<file path="src/rtl/pool_pkg.sv">
// Shared geometry, finish codes and FSM encoding for the max-pool writer.
package pool_pkg;

    // Layer geometry: conv output width/height and channel count per layer
    localparam int W0 = 28;
    localparam int C0 = 6;
    localparam int W1 = 10;
    localparam int C1 = 16;

    // SA data buffer write-pointer width
    localparam int PTR_W = 14;

    // Line buffer holds one pooled row's worth of horizontal maxima
    localparam int LB_DEPTH = W0 / 2;
    localparam int LB_AW    = 4;

    // Counter widths sized for the larger layer (col/row up to 27, ch up to 15)
    localparam int CNT_W = 5;
    localparam int CH_W  = 4;

    // Finish codes sent to the DMA start input
    localparam logic [1:0] SA_START = 2'b01;
    localparam logic [1:0] FC_START = 2'b10;

    // FSM encoding
    typedef logic [1:0] state_t;
    localparam state_t ST_IDLE  = 2'd0;
    localparam state_t ST_RUN   = 2'd1;
    localparam state_t ST_FLUSH = 2'd2;
    localparam state_t ST_DONE  = 2'd3;

    // Unsigned max; ties resolve to the first operand (either is correct)
    function automatic logic [7:0] max8(input logic [7:0] a, input logic [7:0] b);
        return (a >= b) ? a : b;
    endfunction

endpackage

</file>
<file path="src/rtl/maxpool_sa_writer_if.sv">
// Pixel stream in and SA data buffer write bus out of the max-pool writer.
//
// Handshake: there is no ready in either direction. A pixel is consumed on
// every rising clk edge where in_valid_i is high while the writer is running,
// and the buffer must commit every cycle where sa_data_wren_o is high.
interface maxpool_sa_writer_if;
    import pool_pkg::*;

    logic             in_valid_i;
    logic [7:0]       in_data_i;
    logic             sa_data_wren_o;
    logic [PTR_W-1:0] sa_data_wrptr_o;
    logic [7:0]       sa_data_wdata_o;

    // Writer side
    modport master (
        input  in_valid_i,
        input  in_data_i,
        output sa_data_wren_o,
        output sa_data_wrptr_o,
        output sa_data_wdata_o
    );

    // Environment side: conv producer plus SA data buffer
    modport slave (
        output in_valid_i,
        output in_data_i,
        input  sa_data_wren_o,
        input  sa_data_wrptr_o,
        input  sa_data_wdata_o
    );

endinterface

</file>
<file path="src/rtl/pool_linebuf.sv">
// Line buffer of horizontal pair maxima from the even row of a 2x2 window row.
module pool_linebuf
    import pool_pkg::*;
(
    input  logic             clk,
    input  logic             rst_n,
    input  logic             we_i,
    input  logic [LB_AW-1:0] waddr_i,
    input  logic [7:0]       wdata_i,
    input  logic [LB_AW-1:0] raddr_i,
    output logic [7:0]       rdata_o
);

    logic [7:0] mem_q [LB_DEPTH];
    logic [7:0] mem_d [LB_DEPTH];

    // Next contents: single write port
    always_comb begin
        mem_d = mem_q;
        if (we_i) begin
            mem_d[waddr_i] = wdata_i;
        end
    end

    // Storage; cleared on reset so no stale data survives an abort
    always_ff @(posedge clk or negedge rst_n) begin
        if (!rst_n) begin
            for (int i = 0; i < LB_DEPTH; i++) begin
                mem_q[i] <= '0;
            end
        end else begin
            mem_q <= mem_d;
        end
    end

    assign rdata_o = mem_q[raddr_i];

endmodule

</file>
<file path="src/rtl/maxpool_sa_writer.sv">
// 2x2 stride-2 max-pool between conv ReLU output and the SA data buffer.
// Pixels arrive channel-major then row-major; pooled bytes are written to
// consecutive buffer addresses and a finish code is pulsed to the DMA after
// the last byte is committed.
module maxpool_sa_writer
    import pool_pkg::*;
(
    input  logic                       clk,
    input  logic                       rst_n,
    input  logic                       start_i,
    input  logic                       nth_conv_i,
    input  logic                       dst_fc_i,
    maxpool_sa_writer_if.master        bus,
    output logic                       busy_o,
    output logic [1:0]                 start_o,
    output state_t                     dbg_state_o
);

    state_t           state_q, state_d;
    logic             nth_q, nth_d;
    logic             dst_q, dst_d;
    logic [CNT_W-1:0] col_q, col_d;
    logic [CNT_W-1:0] row_q, row_d;
    logic [CH_W-1:0]  ch_q, ch_d;
    logic [7:0]       h_q, h_d;
    logic             wren_q, wren_d;
    logic [PTR_W-1:0] wrptr_q, wrptr_d;
    logic [7:0]       wdata_q, wdata_d;

    logic             accept;
    logic [CNT_W-1:0] w_max;
    logic [CH_W-1:0]  ch_max;
    logic [7:0]       px;
    logic [7:0]       pair_max;
    logic [7:0]       lb_rdata;
    logic             lb_we;
    logic [LB_AW-1:0] lb_addr;

    assign px       = bus.in_data_i;
    assign accept   = (state_q == ST_RUN) && bus.in_valid_i;
    assign w_max    = nth_q ? CNT_W'(W1 - 1) : CNT_W'(W0 - 1);
    assign ch_max   = nth_q ? CH_W'(C1 - 1) : CH_W'(C0 - 1);
    assign pair_max = max8(h_q, px);
    assign lb_addr  = col_q[CNT_W-1:1];

    pool_linebuf u_linebuf (
        .clk     (clk),
        .rst_n   (rst_n),
        .we_i    (lb_we),
        .waddr_i (lb_addr),
        .wdata_i (pair_max),
        .raddr_i (lb_addr),
        .rdata_o (lb_rdata)
    );

    // FSM, position counters, pooling datapath and write-port next state
    always_comb begin
        state_d = state_q;
        nth_d   = nth_q;
        dst_d   = dst_q;
        col_d   = col_q;
        row_d   = row_q;
        ch_d    = ch_q;
        h_d     = h_q;
        lb_we   = 1'b0;
        wren_d  = 1'b0;
        wdata_d = wdata_q;
        // Pointer steps once the write it addressed has been presented
        wrptr_d = wren_q ? wrptr_q + 1'b1 : wrptr_q;

        case (state_q)
            ST_IDLE: begin
                if (start_i) begin
                    nth_d   = nth_conv_i;
                    dst_d   = dst_fc_i;
                    col_d   = '0;
                    row_d   = '0;
                    ch_d    = '0;
                    wrptr_d = '0;
                    state_d = ST_RUN;
                end
            end
            ST_RUN: begin
                if (accept) begin
                    // Even column: remember left pixel of the horizontal pair
                    if (!col_q[0]) begin
                        h_d = px;
                    end else if (!row_q[0]) begin
                        lb_we = 1'b1;
                    end else begin
                        wren_d  = 1'b1;
                        wdata_d = max8(lb_rdata, pair_max);
                    end

                    if (col_q == w_max) begin
                        col_d = '0;
                        if (row_q == w_max) begin
                            row_d = '0;
                            if (ch_q == ch_max) begin
                                ch_d    = '0;
                                state_d = ST_FLUSH;
                            end else begin
                                ch_d = ch_q + 1'b1;
                            end
                        end else begin
                            row_d = row_q + 1'b1;
                        end
                    end else begin
                        col_d = col_q + 1'b1;
                    end
                end
            end
            // The final pooled byte is on the write port during this cycle
            ST_FLUSH: state_d = ST_DONE;
            ST_DONE:  state_d = ST_IDLE;
            default:  state_d = ST_IDLE;
        endcase
    end

    // State registers
    always_ff @(posedge clk or negedge rst_n) begin
        if (!rst_n) begin
            state_q <= ST_IDLE;
            nth_q   <= 1'b0;
            dst_q   <= 1'b0;
            col_q   <= '0;
            row_q   <= '0;
            ch_q    <= '0;
            h_q     <= '0;
            wren_q  <= 1'b0;
            wrptr_q <= '0;
            wdata_q <= '0;
        end else begin
            state_q <= state_d;
            nth_q   <= nth_d;
            dst_q   <= dst_d;
            col_q   <= col_d;
            row_q   <= row_d;
            ch_q    <= ch_d;
            h_q     <= h_d;
            wren_q  <= wren_d;
            wrptr_q <= wrptr_d;
            wdata_q <= wdata_d;
        end
    end

    assign bus.sa_data_wren_o  = wren_q;
    assign bus.sa_data_wrptr_o = wrptr_q;
    assign bus.sa_data_wdata_o = wdata_q;
    assign busy_o              = (state_q != ST_IDLE);
    assign start_o             = (state_q == ST_DONE) ? (dst_q ? FC_START : SA_START) : 2'b00;
    assign dbg_state_o         = state_q;

endmodule
</file>
<file path="src/flat_wrapper.sv">
// flat-port wrapper written by rule: the top's interface ports become plain ports
module maxpool_sa_writer_flat import pool_pkg::*;
  (clk, rst_n, start_i, nth_conv_i, dst_fc_i, busy_o, start_o, dbg_state_o, bus_in_valid_i, bus_in_data_i, bus_sa_data_wren_o, bus_sa_data_wrptr_o, bus_sa_data_wdata_o);
  maxpool_sa_writer_if bus_i ();
  input  logic clk;
  input  logic rst_n;
  input  logic start_i;
  input  logic nth_conv_i;
  input  logic dst_fc_i;
  output logic busy_o;
  output logic [1:0] start_o;
  output state_t dbg_state_o;
  input wire logic [$bits(bus_i.in_valid_i)-1:0] bus_in_valid_i;
  input wire logic [$bits(bus_i.in_data_i)-1:0] bus_in_data_i;
  output wire logic [$bits(bus_i.sa_data_wren_o)-1:0] bus_sa_data_wren_o;
  output wire logic [$bits(bus_i.sa_data_wrptr_o)-1:0] bus_sa_data_wrptr_o;
  output wire logic [$bits(bus_i.sa_data_wdata_o)-1:0] bus_sa_data_wdata_o;
  assign bus_i.in_valid_i = bus_in_valid_i;
  assign bus_i.in_data_i = bus_in_data_i;
  assign bus_sa_data_wren_o = bus_i.sa_data_wren_o;
  assign bus_sa_data_wrptr_o = bus_i.sa_data_wrptr_o;
  assign bus_sa_data_wdata_o = bus_i.sa_data_wdata_o;
  maxpool_sa_writer u_core (.clk(clk), .rst_n(rst_n), .start_i(start_i), .nth_conv_i(nth_conv_i), .dst_fc_i(dst_fc_i), .bus(bus_i), .busy_o(busy_o), .start_o(start_o), .dbg_state_o(dbg_state_o));
endmodule
</file>
<file path="config.mk">
export PLATFORM = sky130hd
export DESIGN_NAME = maxpool_sa_writer_flat
export DESIGN_NICKNAME = d
export VERILOG_FILES = /design/src/rtl/pool_pkg.sv /design/src/rtl/maxpool_sa_writer_if.sv /design/src/rtl/pool_linebuf.sv /design/src/rtl/maxpool_sa_writer.sv /design/src/flat_wrapper.sv
export SDC_FILE = /design/constraint.sdc
export NUM_CORES = 1
export LEC_CHECK = 0
export BUFFER_PORTS_ARGS = -buffer_cell sky130_fd_sc_hd__buf_2
export CAP_MARGIN = 40
export CORE_ASPECT_RATIO = 1.1
export CORE_MARGIN = 2
export CORE_UTILIZATION = 55
export CTS_CLUSTER_SIZE = 40
export DETAILED_ROUTE_END_ITERATION = 12
export HOLD_SLACK_MARGIN = 0.06
export PLACE_DENSITY_LB_ADDON = 0.05
export SLEW_MARGIN = 5
export SYNTH_ARGS = -nofsm -noshare
export SYNTH_HDL_FRONTEND = slang
export SYNTH_HIERARCHICAL = 1
export SYNTH_SLANG_ARGS = --single-unit
</file>
<file path="constraint.sdc">
create_clock -name clk -period 8.06 [get_ports clk]
set_input_delay 0.806 -clock clk [delete_from_list [all_inputs] [get_ports clk]]
set_output_delay 0.806 -clock clk [all_outputs]
set_load 0.02 [all_outputs]
</file>
==> results.toml, run 1 <==
[drt]
antenna_left = 0
vias = 5314
drc = 0
first_pass_iters = 4
initialDrtViolationCount = 336
drt_wl_total_um = 17300
post_drt_via_cell_ratio = 5.94
wire_per_inst_um = 19.3

[clocking]
cts.clk_slew.worst_paths_ps = 60
clk_latency_ps = 430
clock_path_buffers = 2
numClockSinks = 161
clock-root-buffer = "clkbuf_16"
htreeDepth = 4
post_cts_resized = 0
post_cts_buffers = 0
numCtsBuffers = 17
cts_tree = "done"
hold_buffers = 0

[sta]
skew_ps = 7.92
period_minus_slack_ps = 3940
setup_viol = 0
setup_slack_ps = 4120
hold_violations = 0
post-route-period-util_pct = 48.9
rsz0062_at_grt = "false"
relSlewSlack_pct = 45.4
worst_pin_slew_ps = 814
fin_tns_setup_ps = 0
fmax_ghz = 0.254
maxSlewViolCount = 0

[layout]
syn_to_final_growth_pct = 12.0
nets = 727
fillers = 1169
final-seq-area_sq_um = 4030
diodes = 0
final_layout_size_suffix_gt1_share_pct = 34.2
multi_input_area_sq_um = 3820
final_area_sq_um = 9100

[logic_synthesis]
ys_top_cells_by_count = "161 x dfrtp_1, 119 x mux2_2, 43 x nand2_1"
ys_warn_count = 6
syn_nets = 690
synthFlopType = "dfrtp_1"
synthCells = 652
yosysMostFrequentCell = "dfrtp_1"
ys_async_sr_fraction_pct = 100
post_synth_num_cell_types = 62
synth_top_area_share_pct = 49.6
ys_seq_elements = 161
syn_area_sq_um = 8120
synth_edf_count = 0
netlist_top_cells_area = "dfrtp_1 50%, mux2_2 16%, mux4_2 5.5%"
synth_top_area_cell = "dfrtp_1"
syn_avg_cell_area_sq_um = 12.5
synth_seq_area_share_pct = 49.6

[critical_path]
start_kind = "primary input"
path_class = "in -> reg"
r2r_setup_slack_ps = 4210
worstRegToRegCells = 12
cp-end-kind = "flip-flop"
cp-startpoint = "bus_in_data_i[0]"
critPathTopFamily = "compound AO/OA/AOI/OAI gates"
r2r-start = "u_core/h_q[0]"
r2r-end = "u_core/bus.sa_data_wdata_o[1]"
critPathBufInv = 1
cp_data_required_time_ps = 8340
cp.arrival_ps = 4220
path_cells = "buf_2, ha_1, nand2b_1, a2111o_1, a21oi_4, mux2_2, ha_1, nand2b_1, a2111o_1, a21oi_1, nand2b_1, o221ai_1"
cpMostUsedCell = "nand2b_1"
cp_slowest_cell = "mux2_2"
cp_max_fo = 16
slowest_delay_ps = 510

[place]
place_area_sq_um = 8490
gp_congestion = 0.812
dp_slack_ps = 3710
portBuffers = 41
hpwl_um = 11600

[grt]
antenna_found_initial = 0
grt_pass1_vias = 5329
grt_pass1_wl_um = 28300
grt_usage_pct = 23.2
grt_max_degree = 86
grt.overflow.total = 0

[power_and_ir_drop]
power-per-cell-area_nw_per_um2 = 389
ir_worst_vdd_mv = 0.192
comb_power_share_pct = 38.4
p_switching_mw = 1.25
p_leak_nw = 4.18
p_sw_share_pct = 35.3
power.total_mw = 3.54
intPower_mw = 2.29
p_seq_share_pct = 38.1
pwr-share-clk_pct = 23.4

[flow_run]
cap_violations = 0

[status]
outcome = "complete, no violations"

[die]
rows = 46
coreArea_sq_um = 14400
dieArea_sq_um = 15800
die_w_um = 120
ios = 42
start_util_pct = 56.2
die_y_um = 131

[hold_path]
hp-class = "in -> async"
## sequential cells by signal, summed over array words and instances, names as in the netlist, 2 cells and up
name,count
u_core/u_linebuf/mem_q,112
u_core/bus.sa_data_wrptr_o,14
u_core/bus.sa_data_wdata_o,8
u_core/h_q,8
u_core/col_q,5
u_core/row_q,5
u_core/ch_q,4
u_core/dbg_state_o,2
## cells by family after synthesis
logic type,Yosys count,synth area share [%]
simple gates,143,9.44
flops,161,49.6
xor+xnor,15,1.62
buf+inv,62,3.37
fa+ha+maj,24,3.70
compound gates,82,6.98
mux,165,25.3
## worst max-delay path by stage
stage / end / slack, ps / depth (start not counted)
finish: u_core/bus.sa_data_wdata_o[1] / 4120 / 12
CTS: u_core/bus.sa_data_wdata_o[1] / 4130 / 12
floorplan: u_core/bus.sa_data_wdata_o[1] / 4220 / 11
global route: u_core/bus.sa_data_wdata_o[1] / 3980 / 12
detailed placement: u_core/bus.sa_data_wdata_o[1] / 3710 / 12
global placement: u_core/bus.sa_data_wdata_o[6] / 3810 / 12
## stage by stage
step                util (%)  hold slack (ps)  cells
floorplan                  -              474    652
global placement        58.6              477    861
detailed placement      58.8              477    862
CTS                     63.0              466    894
global route            63.0              508    894
finish                  63.0              446    894
## worst register-to-register path: stages (launching register included)
cell and delay (ps):
dfrtp_1 380, inv_1 70, ha_1 220, nand2b_1 140, a2111o_1 440, a21oi_4 320, mux2_2 510, ha_1 310
nand2b_1 150, a2111o_1 400, a21oi_1 270, nand2b_1 300, o221ai_1 180
## layout make-up
cell class,count,share of cell area [%]
Inverter,34,1.40
Sequential cell,161,44.3
Multi-Input combinational cell,429,42.0
Tap cell,192,2.64
Clock inverter,11,1.69
Timing Repair Buffer,46,2.96
Clock buffer,21,5.06
## per-layer routing
metal | share of wire (%) | vias up | global-route usage, %
met5 | 0 | - | 0
met3 | 3.4 | 28 | 4.95
met2 | 50 | 112 | 38.4
li1 | - | 2456 | -
met4 | 2.1 | 0 | 7.52
met1 | 45 | 2718 | 30.6
## power groups by stage
stage          combinational (mW)  clock [mW]  sequential, mW
3_5_place_dp                 1.36           0            1.36
3_3_place_gp                 1.32           0            1.33
6_report                     1.36       0.829            1.35
2_1_floorplan               0.993           0            1.36
5_1_grt                      1.50       0.880            1.39
4_1_cts                      1.37       0.847            1.35
## cells in the final DEF (no fill, tap or decap), types with 4 or more instances in the layout
cell,netlist,final
xnor2_1,5,5
nand2b_1,5,5
o22ai_1,4,4
xor2_1,10,10
dfrtp_1,161,160
clkbuf_16,0,17
o221ai_1,7,7
o21ai_0,27,27
buf_4,2,4
nor3_1,5,5
inv_1,33,33
or3_1,4,4
mux4_2,20,20
buf_2,3,40
nor2_2,6,6
ha_1,24,24
a21oi_1,12,12
a32oi_1,5,5
a22oi_1,5,5
nor2_1,26,26
mux2i_1,25,25
mux2_2,119,119
clkinvlp_4,0,5
nand2_1,43,43
nand3_1,15,15
o32ai_1,4,4
nor4_1,4,4
nor2b_1,6,6
nand4_1,6,6
(Power assumes the default switching activity.)
==> run 2: changes to the inputs <==
Clock period 8.06 ns to 3.4 ns, I/O delays scaled along.
==> results.toml, run 2 (synthesized netlist as in run 1, its figures left out) <==
[status]
outcome = "complete, no violations"

[critical_path]
cp.arrival_ps = 3600
path_cells = "inv_1, ha_1, nand2b_1, a2111o_1, a21oi_4, buf_6, mux2i_4, ha_1, a2111o_1, a21oi_2, buf_4, o31ai_1, a31o_2"
slowest_delay_ps = 440
cp_data_required_time_ps = 3710
worstRegToRegCells = 13
start_kind = "flip-flop"
endpoint = "u_core/bus.sa_data_wdata_o[0]"
cp-end-kind = "flip-flop"
cp_max_fo = 7
cp_slowest_cell = "a2111o_1"
r2r_setup_slack_ps = 110
r2r-start = "u_core/h_q[0]"
path_class = "reg -> reg"
r2r-end = "u_core/bus.sa_data_wdata_o[0]"
cp-startpoint = "u_core/h_q[0]"

[power_and_ir_drop]
p_leak_nw = 4.30
power-per-cell-area_nw_per_um2 = 932
ir_worst_vdd_mv = 0.481
power.total_mw = 8.69

[clocking]
htreeDepth = 4
numClockSinks = 161
cts.clk_slew.worst_paths_ps = 60
post_cts_buffers = 0
clock-root-buffer = "clkbuf_16"
cts_tree = "done"
clk_latency_ps = 420
clock_path_buffers = 2
numCtsBuffers = 17

[place]
hpwl_um = 11900
portBuffers = 41
gp_congestion = 0.801
dp_slack_ps = -55.2

[layout]
final_layout_size_suffix_gt1_share_pct = 37.0
fillers = 1109
final-seq-area_sq_um = 4030
diodes = 0
largest_reg_flops = 112
nets = 746
most-common-layout-cells = "160 x dfrtp_1, 118 x mux2_2, 42 x nand2_1"
multi_input_area_sq_um = 3860
final_common_cell = "dfrtp_1"
syn_to_final_growth_pct = 14.7
regMostFlops = "u_core/u_linebuf/mem_q"

[sta]
setup_slack_ps = 108
worst_pin_slew_ps = 866
skew_ps = 8.16
period_minus_slack_ps = 3290
hold_ws_ps = 151
post-route-period-util_pct = 96.8
fmax_ghz = 0.304
relSlewSlack_pct = 42.3
maxSlewViolCount = 0
setup_viol = 0
hold_violations = 0

[drt]
drt_wl_total_um = 17100
first_pass_iters = 4
drc = 0
wire_per_inst_um = 18.7
post_drt_via_cell_ratio = 5.78
vias = 5278
initialDrtViolationCount = 244
antenna_left = 0

[die]
ios = 42
coreArea_sq_um = 14400
rows = 46
die_w_um = 120
dieArea_sq_um = 15800
start_util_pct = 56.2
die_y_um = 131

[grt]
antenna_found_initial = 0
grt_pass1_vias = 5335
grt_usage_pct = 22.9
grt_max_degree = 94
grt.overflow.total = 0
grt_pass1_wl_um = 27900

[hold_path]
hp-class = "in -> reg"

[flow_run]
cap_violations = 0
[run 2: cell types whose count changed in the layout (fill, tap and decap cells not counted), moves of 2 or more]
cell / before / now
clkbuf_1: 2 / 0
buf_4: 4 / 20
buf_12: 0 / 2
inv_6: 2 / 5
mux2i_2: 0 / 2
mux2i_1: 25 / 22
clkinvlp_4: 5 / 3
[run 2: worst max-delay path, delay by kind of cell, from the launching register on]
kind                     cells  cell delay, ps
adder cells (fa/ha/maj)      2             480
buffers and inverters        3             400
flip-flops                   1             380
AND/OR/NAND/NOR              1             150
multiplexers                 1             260
AO/OA/AOI/OAI                6            1520
[run 2: report_power, final]
part | internal, mW | switching, mW
logic | 1.70 | 1.78
clock network | 1.21 | 0.790
registers | 2.70 | 0.510
total | 5.61 | 3.08
[run 2: area by class of cell]
type	count	area share, %
inverters	34	1.37
well taps	192	2.58
flip-flops and latches	161	43.3
repair buffers	65	4.54
multi-input cells	429	41.5
clock buffers	19	4.86
clock inverters	13	1.87
[run 2: worst min-delay path by stage]
| stage | start | endpoint | slack, ps | depth (start not counted) |
|---|---|---|---|---|
| 2_1_floorplan | rst_n | u_core/bus.sa_data_wdata_o[0] | 40 | 0 |
| 3_3_place_gp | rst_n | u_core/ch_q[1] | 460 | 1 |
| 3_5_place_dp | rst_n | u_core/row_q[2] | 470 | 1 |
| 4_1_cts | dst_fc_i | u_core/dst_q | 130 | 2 |
| 5_1_grt | nth_conv_i | u_core/nth_q | 150 | 2 |
| 6_report | dst_fc_i | u_core/dst_q | 150 | 2 |
[run 2: layer usage]
layer | vias up | GRT usage (%) | wire length (um)
met1 | 2660 | 30.2 | 7670
met2 | 95 | 38.0 | 8450
met5 | - | 0 | 0
li1 | 2494 | - | -
met4 | 0 | 8.17 | 373
met3 | 29 | 4.38 | 587
[run 2: per-stage QoR]
stage	TNS (ps)	utilization (%)	std cells	cell area, sq um
final	0	64.5	913	9320
after global routing	-22.7	64.5	913	9320
after CTS	0	64.2	913	9270
after detailed placement	-292	59.7	880	8630
after global placement	0	59.7	880	8630
after floorplan	0	-	652	8120
[run 2: repair_timing]
action / in CTS / in global routing
pin swaps: 0 / 4
hold buffers: 1 / 0
endpoints found under the hold margin: 91 / 0
gates resized for setup: 1 / 11
setup endpoints to repair: 4 / 8
==> run 3: changes to the inputs <==
Settings changed: BUFFER_PORTS_ARGS -buffer_cell sky130_fd_sc_hd__buf_2 to -buffer_cell sky130_fd_sc_hd__buf_4.
==> results.toml, run 3 (synthesized netlist as in run 1, its figures left out) <==
[drt]
drc = 0
drt_wl_total_um = 17700
vias = 5392
post_drt_via_cell_ratio = 5.88
wl_met1_um = 7740
antenna_left = 0
dr_wl_met3_um = 655
top_layer = "met4"
wire_per_inst_um = 19.3
initialDrtViolationCount = 356
wl_met2_um = 9060
first_pass_iters = 5

[power_and_ir_drop]
intPower_mw = 5.68
p_leak_nw = 4.37
ir_worst_vdd_mv = 0.480
p_sw_share_pct = 35.9
p_seq_share_pct = 36.5
power.total_mw = 8.85
pwr-share-clk_pct = 22.1
power-per-cell-area_nw_per_um2 = 934
p_switching_mw = 3.18
comb_power_share_pct = 41.4

[hold_path]
hp-class = "in -> reg"
holdPathEnd = "u_core/nth_q"
hold-path-cell-count = 2
hp-start = "nth_conv_i"

[clocking]
clk_latency_ps = 420
clock-root-buffer = "clkbuf_16"
cts.clk_slew.worst_paths_ps = 60
numClockSinks = 161
clock_path_buffers = 2
htreeDepth = 4
numCtsBuffers = 17
cts_tree = "done"

[place]
dp_cells = 883
dp_slack_ps = -66.7
gp_congestion = 0.885
place_area_sq_um = 8780
portBuffers = 41
hpwl_um = 12200

[layout]
syn_to_final_growth_pct = 16.6
diodes = 0
final_layout_size_suffix_gt1_share_pct = 37.9
most-common-layout-cells = "160 x dfrtp_1, 118 x mux2_2, 62 x buf_4"
final_area_sq_um = 9480
fillers = 1115
largest_reg_flops = 112
nets = 750
post-route-util_pct = 65.6
final_common_cell = "dfrtp_1"
layout.cells.non_filler = 917
regMostFlops = "u_core/u_linebuf/mem_q"

[critical_path]
start_kind = "flip-flop"
r2r_setup_slack_ps = 100
worstRegToRegCells = 13
path_class = "reg -> reg"
cp_slowest_cell = "a2111o_1"
slowest_delay_ps = 440
cp.arrival_ps = 3610
r2r-end = "u_core/bus.sa_data_wdata_o[0]"
cp_max_fo = 7
r2r-start = "u_core/h_q[0]"
critPathTopFamily = "compound AO/OA/AOI/OAI gates"
critPathBufInv = 3
path_cells = "inv_2, ha_1, nand2b_4, a2111o_1, a21oi_4, buf_8, mux2i_4, ha_1, a2111o_1, a21oi_2, buf_4, o31ai_1, a31o_2"
cp_data_required_time_ps = 3710
cp-end-kind = "flip-flop"

[die]
die_w_um = 120
coreArea_sq_um = 14400
ios = 42
die_y_um = 131
dieArea_sq_um = 15800
start_util_pct = 56.2
rows = 46

[grt]
antenna_found_initial = 0
grt_pass1_vias = 5470
grt.overflow.total = 0
grt_pass1_wl_um = 28700
grt_usage_pct = 23.5
grt_max_degree = 87

[sta]
rsz0062_at_grt = "true"
fin_tns_setup_ps = 0
hold_ws_ps = 158
period_minus_slack_ps = 3300
worst_pin_slew_ps = 800
relSlewSlack_pct = 46.7
fmax_ghz = 0.303
skew_ps = 9.90
setup_viol = 0
maxSlewViolCount = 0
setup_slack_ps = 101
post-route-period-util_pct = 97.0
hold_violations = 0

[flow_run]
cap_violations = 0

[status]
outcome = "complete, no violations"
[run 3: metal layers]
metal,vias up,global-route usage (%)
met2,114,39.6
met1,2767,30.8
met3,20,5.03
li1,2491,-
met4,0,6.60
met5,-,0
[run 3: power by group through the flow]
stage	clock network, mW	registers (mW)	logic (mW)
6_report	1.95	3.24	3.67
5_1_grt	2.08	3.35	3.98
4_1_cts	1.99	3.23	3.56
3_5_place_dp	0	3.26	3.50
3_3_place_gp	0	3.21	3.39
2_1_floorplan	0	3.22	2.35
[run 3: worst register-to-register path, cell delays in order (launching register included)]
cell      delay (ps)
dfrtp_1          370
inv_2             50
ha_1             270
nand2b_4         140
a2111o_1         400
a21oi_4          210
buf_8            170
mux2i_4          250
ha_1             260
a2111o_1         440
a21oi_2          210
buf_4            140
o31ai_1           50
a31o_2           220
[run 3: worst max path at each step]
stage | startpoint | to | cells past startpoint
2_1_floorplan | u_core/h_q[0] | u_core/bus.sa_data_wdata_o[1] | 12
3_3_place_gp | bus_in_data_i[0] | u_core/bus.sa_data_wdata_o[1] | 12
3_5_place_dp | bus_in_data_i[0] | u_core/bus.sa_data_wdata_o[6] | 12
4_1_cts | u_core/h_q[0] | u_core/bus.sa_data_wdata_o[0] | 13
5_1_grt | u_core/h_q[0] | u_core/bus.sa_data_wdata_o[0] | 13
6_report | u_core/h_q[0] | u_core/bus.sa_data_wdata_o[0] | 13
[run 3: timing repair]
item                       CTS  global route
cloned                       0             0
hold buffers                 1             0
setup endpoints to repair    8             8
pin swaps                    0             5
hold endpoints to repair    84             0
setup buffers                0             1
resized for setup            3            13
[run 3: layout make-up]
| cell class | count | area [sq um] | share of cell area [%] |
|---|---|---|---|
| inverter | 34 | 128 | 1.35 |
| clock inverter | 14 | 168 | 1.77 |
| timing repair buffer | 69 | 582 | 6.14 |
| multi-input combinational | 429 | 3890 | 41.0 |
| clock buffer | 18 | 439 | 4.63 |
| tap | 192 | 240 | 2.53 |
| sequential | 161 | 4030 | 42.6 |
